$ cat src/rtl/axi_stream_strip_header.sv
// Removes a per-packet count of leading bytes from an AXI Stream packet and re-packs the payload.
// Define AXIS_STRIP_CNT_EN to add the pkt_cnt / drop_cnt statistics outputs.
module axi_stream_strip_header #(
  parameter int DATA_WD      = 32,
  parameter int DATA_BYTE_WD = DATA_WD / 8,
  parameter int LEN_WD       = $clog2(DATA_BYTE_WD) + 1
) (
  input  logic                    clk,
  input  logic                    rst_n,
  input  logic                    valid_in,
  input  logic [DATA_WD-1:0]      data_in,
  input  logic [DATA_BYTE_WD-1:0] keep_in,
  input  logic                    last_in,
  output logic                    ready_in,
  output logic                    valid_out,
  output logic [DATA_WD-1:0]      data_out,
  output logic [DATA_BYTE_WD-1:0] keep_out,
  output logic                    last_out,
  input  logic                    ready_out,
  input  logic                    valid_strip,
  input  logic [LEN_WD-1:0]       strip_len,
  output logic                    ready_strip,
  output logic                    err_short
`ifdef AXIS_STRIP_CNT_EN
  ,
  output logic [15:0]             pkt_cnt,
  output logic [15:0]             drop_cnt
`endif
);

  localparam logic [LEN_WD-1:0] BYTES = LEN_WD'(DATA_BYTE_WD);

  typedef enum logic [1:0] {IDLE, FIRST, MID, FLUSH} state_t;

  state_t                  state_q;
  logic [LEN_WD-1:0]       s_q;
  logic [LEN_WD-1:0]       k_q;
  logic [LEN_WD-1:0]       n_q;
  logic [DATA_WD-1:0]      carry_q;
  logic                    valid_out_q;
  logic [DATA_WD-1:0]      data_out_q;
  logic [DATA_BYTE_WD-1:0] keep_out_q;
  logic                    last_out_q;
  logic                    err_q;

  logic                    out_free;
  logic                    in_fire;
  logic [LEN_WD-1:0]       s_c;
  logic [LEN_WD-1:0]       k_c;
  logic [LEN_WD-1:0]       n_c;
  logic [DATA_WD-1:0]      shl_k;
  logic [DATA_WD-1:0]      top_k;

  logic                    emit_d;
  logic [DATA_WD-1:0]      beat_d;
  logic [DATA_BYTE_WD-1:0] bkeep_d;
  logic                    blast_d;
  logic                    drop_d;

  function automatic logic [DATA_BYTE_WD-1:0] keep_top(input int m);
    logic [DATA_BYTE_WD-1:0] kt;
    kt = '0;
    for (int i = 0; i < DATA_BYTE_WD; i++)
      if (i < m) kt[DATA_BYTE_WD-1-i] = 1'b1;
    return kt;
  endfunction

  function automatic logic [DATA_WD-1:0] byte_mask(input logic [DATA_BYTE_WD-1:0] kp);
    logic [DATA_WD-1:0] bm;
    bm = '0;
    for (int i = 0; i < DATA_BYTE_WD; i++)
      bm[8*i +: 8] = {8{kp[i]}};
    return bm;
  endfunction

  function automatic logic [LEN_WD-1:0] lead_ones(input logic [DATA_BYTE_WD-1:0] kp);
    logic [LEN_WD-1:0] cnt;
    logic              run;
    cnt = '0;
    run = 1'b1;
    for (int i = DATA_BYTE_WD - 1; i >= 0; i--) begin
      if (run && kp[i]) cnt = cnt + LEN_WD'(1);
      else              run = 1'b0;
    end
    return cnt;
  endfunction

  assign out_free    = ~valid_out_q | ready_out;
  assign ready_in    = ((state_q == FIRST) || (state_q == MID)) && out_free;
  assign ready_strip = (state_q == IDLE);
  assign in_fire     = valid_in & ready_in;

  assign s_c = (strip_len > BYTES) ? BYTES : strip_len;
  assign k_c = (s_c == BYTES) ? '0 : s_c;
  assign n_c = lead_ones(keep_in);

  // shl_k keeps the bytes past the strip point MSB-aligned; top_k is the head that completes a carried beat
  assign shl_k = data_in << {k_q, 3'b000};
  assign top_k = (k_q == '0) ? '0 : (data_in >> {BYTES - k_q, 3'b000});

  always_comb begin
    emit_d  = 1'b0;
    beat_d  = '0;
    bkeep_d = '0;
    blast_d = 1'b0;
    drop_d  = 1'b0;
    case (state_q)
      FIRST: begin
        if (in_fire) begin
          if (last_in) begin
            if (n_c <= s_q) begin
              drop_d = 1'b1;
            end else begin
              emit_d  = 1'b1;
              beat_d  = shl_k;
              bkeep_d = keep_top(int'(n_c) - int'(s_q));
              blast_d = 1'b1;
            end
          end else if (s_q == '0) begin
            emit_d  = 1'b1;
            beat_d  = data_in;
            bkeep_d = keep_in;
          end
        end
      end
      MID: begin
        if (in_fire) begin
          emit_d = 1'b1;
          if (k_q == '0) begin
            beat_d  = data_in;
            bkeep_d = keep_in;
            blast_d = last_in;
          end else begin
            beat_d = carry_q | top_k;
            if (last_in && (n_c <= k_q)) begin
              bkeep_d = keep_top(DATA_BYTE_WD - int'(k_q) + int'(n_c));
              blast_d = 1'b1;
            end else begin
              bkeep_d = '1;
            end
          end
        end
      end
      FLUSH: begin
        if (out_free) begin
          emit_d  = 1'b1;
          beat_d  = carry_q;
          bkeep_d = keep_top(int'(n_q) - int'(k_q));
          blast_d = 1'b1;
        end
      end
      default: ;
    endcase
  end

  always_ff @(posedge clk or negedge rst_n) begin
    if (!rst_n) begin
      state_q     <= IDLE;
      s_q         <= '0;
      k_q         <= '0;
      n_q         <= '0;
      carry_q     <= '0;
      valid_out_q <= 1'b0;
      data_out_q  <= '0;
      keep_out_q  <= '0;
      last_out_q  <= 1'b0;
      err_q       <= 1'b0;
    end else begin
      err_q <= drop_d;
      if (emit_d) begin
        valid_out_q <= 1'b1;
        data_out_q  <= beat_d & byte_mask(bkeep_d);
        keep_out_q  <= bkeep_d;
        last_out_q  <= blast_d;
      end else if (ready_out) begin
        valid_out_q <= 1'b0;
      end
      case (state_q)
        IDLE: begin
          if (valid_strip) begin
            s_q     <= s_c;
            k_q     <= k_c;
            state_q <= FIRST;
          end
        end
        FIRST: begin
          if (in_fire) begin
            carry_q <= shl_k;
            state_q <= last_in ? IDLE : MID;
          end
        end
        MID: begin
          if (in_fire) begin
            carry_q <= shl_k;
            n_q     <= n_c;
            if (last_in)
              state_q <= ((k_q != '0) && (n_c > k_q)) ? FLUSH : IDLE;
          end
        end
        FLUSH: begin
          if (out_free) state_q <= IDLE;
        end
        default: state_q <= IDLE;
      endcase
    end
  end

`ifdef AXIS_STRIP_CNT_EN
  logic [15:0] pkt_cnt_q;
  logic [15:0] drop_cnt_q;

  always_ff @(posedge clk or negedge rst_n) begin
    if (!rst_n) begin
      pkt_cnt_q  <= '0;
      drop_cnt_q <= '0;
    end else begin
      if (valid_out_q && ready_out && last_out_q) pkt_cnt_q <= pkt_cnt_q + 16'd1;
      if (err_q) drop_cnt_q <= drop_cnt_q + 16'd1;
    end
  end

  assign pkt_cnt  = pkt_cnt_q;
  assign drop_cnt = drop_cnt_q;
`endif

  assign valid_out = valid_out_q;
  assign data_out  = data_out_q;
  assign keep_out  = keep_out_q;
  assign last_out  = last_out_q;
  assign err_short = err_q;

endmodule

$ cat config.mk
export PLATFORM = sky130hd
export DESIGN_NAME = axi_stream_strip_header
export DESIGN_NICKNAME = d
export VERILOG_FILES = /design/src/rtl/axi_stream_strip_header.sv
export SDC_FILE = /design/constraint.sdc
export NUM_CORES = 1
export LEC_CHECK = 0
export BUFFER_PORTS_ARGS = -buffer_cell sky130_fd_sc_hd__buf_2
export CORE_MARGIN = 5
export CORE_UTILIZATION = 58
export DETAILED_ROUTE_END_ITERATION = 10
export PLACE_DENSITY = 0.81
export SETUP_SLACK_MARGIN = 0.15
export SKIP_CTS_REPAIR_TIMING = 1
export SYNTH_ARGS = -nofsm -noshare
export SYNTH_HDL_FRONTEND = slang
export SYNTH_SLANG_ARGS = --single-unit
$ cat constraint.sdc
create_clock -name clk -period 4.3 [get_ports clk]
set_clock_uncertainty 0.05 [all_clocks]
set_input_delay 0.43 -clock clk [delete_from_list [all_inputs] [get_ports clk]]
set_output_delay 0.43 -clock clk [all_outputs]
set_load 0.005 [all_outputs]
==> impl_metrics.env <==
export IMPL_status="finished, final reports clean"
export IMPL_coreArea_um2=9684
export IMPL_die_w_um=109.4
export IMPL_yosysWarnings=0
export IMPL_syn_area_um2=5729
export IMPL_path_clk_slew_ns=0.09
export IMPL_synthCells=630
export IMPL_synth_edf_count=0
export IMPL_synthArstFlopShare_pct=100.0
export IMPL_diodes=0
export IMPL_reg2reg_to="data_out[16]$_DFFE_PN0P_"
export IMPL_placed_cell_area_um2=6291
export IMPL_final_cell_area_um2=6524
export IMPL_gp_congestion=1.011
export IMPL_wl_per_cell_um=22.40
export IMPL_fin_crit_sh_pct=85.87
export IMPL_cp_data_arrival_time_ns=3.94
export IMPL_cts_num_sinks=80
export IMPL_ys_seq_area_share_pct=34.94
export IMPL_endpoint="data_out[16]$_DFFE_PN0P_"
export IMPL_slew_headroom_pct=33.33
export IMPL_hpwl_um=13280
export IMPL_num_io_pins=86
export IMPL_synth_mux_area_share_pct=6.508
export IMPL_setup_tns_ns=0
export IMPL_crit_start="s_q[0]$_DFFE_PN0P_"
export IMPL_synth_simple_area_share_pct=13.74
export IMPL_synthAdderAreaFrac_pct=4.674
export IMPL_final_hold_viol_count=0
export IMPL_ys_ff_latch=80
export IMPL_final_util_pct=67.36
export IMPL_finalMaxSlewViolations=0
export IMPL_r2r_slack_ns=0.61
export IMPL_drc=0
export IMPL_die_area_um2=11970
export IMPL_cts_tree="yes"
export IMPL_critPathMaxFanout=14
export IMPL_ir_worst_vdd_mv=0.3091
export IMPL_dieHeight_um=109.4
export IMPL_synth_xor_area_share_pct=0.3057
export IMPL_worstSkewPairLatency_ns=0.37
export IMPL_grt_antenna_before_repair=0
export IMPL_avgSynthCellArea_um2=9.094
export IMPL_area_growth_pct=13.87
export IMPL_vias=5783
export IMPL_grt_overflow=0
export IMPL_endpoint_kind="flip-flop"
export IMPL_first_pass_iters=6
export IMPL_max_slew_worst_pin_slew_ns=1.000
export IMPL_grt_pass1_vias=5517
export IMPL_cts_root_buffer="clkbuf_8"
export IMPL_synth_ff_type="dfrtp_1"
export IMPL_yosys_area_top_type="dfrtp_1"
export IMPL_p_per_area_nw_per_um2=673.9
export IMPL_floorplan_rows=36
export IMPL_grtUsageTotal_pct=31.78
export IMPL_drt_iter0_drc=911
export IMPL_drive_above_1_share_pct=26.23
export IMPL_yosys_cell_types_count=71
export IMPL_cts_buffers=9
export IMPL_numPortBuffers=85
export IMPL_final_cells=842
export IMPL_required_ns=4.55
export IMPL_wirelength_um=18860
export IMPL_grt_pass1_wl_um=29420
export IMPL_leakage_nw=2.732
export IMPL_clockBufferDepth=2
export IMPL_fmax_mhz=270.8
export IMPL_drv_cap=0
export IMPL_nets=769
export IMPL_grt_max_degree=81
export IMPL_setup_viol=0
export IMPL_synth_nets=695
export IMPL_netlist_area_leader_share_pct=34.94
export IMPL_start_util_pct=59.16
export IMPL_cp_start_kind="flip-flop"
export IMPL_synth_compound_area_share_pct=35.51
export IMPL_finalPower_mw=4.396
export IMPL_synth_area_leaders="dfrtp_1 35%, o21ai_0 6.5%, nand2_1 4.3%, ha_1 4.1%, a21oi_1 3.8%"
export IMPL_hold_class="in2async"
export IMPL_fin_crit_ns=3.692
export IMPL_htreeDepth=3
export IMPL_viasPerCell=6.868
export IMPL_worstSetupPathType="reg2reg"
export IMPL_dp_cells=826
export IMPL_r2r_cells=11
export IMPL_ant_nets=0
export IMPL_r2r_start="s_q[0]$_DFFE_PN0P_"
export IMPL_rsz0062_at_grt="no"
export IMPL_synth_top_family_by_area="compound AO/OA/AOI/OAI gates"
-- worst min path at each step --
stage | cells past startpoint | slack [ns] | start | end
after floorplan | 0 | 0.08 | rst_n | carry_q[0]$_DFFE_PN0P_
after global placement | 2 | 0.42 | carry_q[18]$_DFFE_PN0P_ | carry_q[18]$_DFFE_PN0P_
after detailed placement | 2 | 0.42 | carry_q[19]$_DFFE_PN0P_ | carry_q[19]$_DFFE_PN0P_
after CTS | 2 | 0.22 | valid_strip | k_q[2]$_DFFE_PN0P_
after global routing | 2 | 0.24 | valid_strip | k_q[2]$_DFFE_PN0P_
final | 1 | 0.17 | rst_n | state_q[1]$_DFFE_PN0P_
-- layer usage --
metal | vias to the layer above | wire length [um] | track usage [%] | part of all wire (%)
met4 | 0 | 537 | 11.40 | 2.8
met3 | 71 | 2444 | 6.988 | 13
met2 | 416 | 8157 | 46.43 | 43
met1 | 2751 | 7718 | 46.36 | 41
li1 | 2545 | - | - | -
met5 | - | 0 | 0 | 0
-- flip-flops by register name, summed over array words and instances (netlist names) --
register and count:
s_q 3, data_out 32, err_short 1, carry_q 32, state_q 2, keep_out 4, valid_out 1, n_q 3
last_out 1, k_q 1
-- power by group --
group	total (mW)	internal (mW)	switching, mW	leakage, nW
registers	1.31	1.09	0.219	1.01
logic	2.43	1.01	1.42	1.61
clock network	0.661	0.340	0.320	0.118
-- area by class of cell --
| class | instances | area [um^2] |
|---|---|---|
| Sequential cell | 80 | 2003 |
| Clock inverter | 7 | 108.9 |
| Fill cell | 793 | 3161 |
| Inverter | 19 | 71.32 |
| Timing Repair Buffer | 104 | 570.5 |
| Clock buffer | 9 | 123.9 |
| Tap cell | 133 | 166.4 |
| Multi-Input combinational cell | 490 | 3480 |
-- critical path, cell delays in order, from the launching register on --
cell,delay (ns)
dfrtp_2,0.46
inv_1,0.45
ha_1,0.38
xor2_1,0.18
ha_1,0.25
a21oi_1,0.36
nand3_1,0.12
a31oi_1,0.28
a2111oi_4,0.14
o21ai_2,0.16
a211o_1,0.50
o221a_2,0.29
-- synthesized netlist by cell type, drive strengths merged (3+ instances only) --
cell	count
a2111oi	8
a211oi	36
a21bo	8
a21boi	8
a21oi	45
a221oi	9
a222oi	8
a22o	8
a22oi	3
a31oi	7
and2	18
and3	4
buf	14
clkbuf	27
dfrtp	80
ha	19
inv	19
mux2	10
mux2i	8
mux4	8
nand2	65
nand2b	6
nand3	10
nor2	35
nor2b	13
nor3	3
nor4	4
o211ai	3
o21a	12
o21ai	78
o221a	16
o2bb2ai	7
o31ai	4
-- cell families (layout without fill, tap and decap cells) --
kind of cell	Yosys count	in the layout
and+or+nand+nor	165	165
DFF	80	80
muxes	26	26
AOI/OAI and AO/OA	276	276
adders and majority gates	21	21
buffers and inverters	60	139
xor gates and xnor gates	2	2
-- layout by cell type (no fill, tap or decap), types with 13 or more instances in the layout --
cell      count
o21ai_0      74
nor2_1       34
and2_1       17
nand2_1      65
buf_2        84
a211oi_1     28
o221a_2      16
nor2b_1      13
buf_4        20
dfrtp_1      79
ha_1         19
a21oi_1      44
inv_1        18
-- per-stage QoR --
step | hold WS [ns] | setup WS, ns
floorplan | 0.08441 | 0.5095
global placement | 0.4155 | 0.5038
detailed placement | 0.4230 | 0.3429
CTS | 0.2201 | 0.7328
global route | 0.2356 | 0.4948
finish | 0.1718 | 0.6076
No activity file was read; power rests on OpenSTA's default activity.
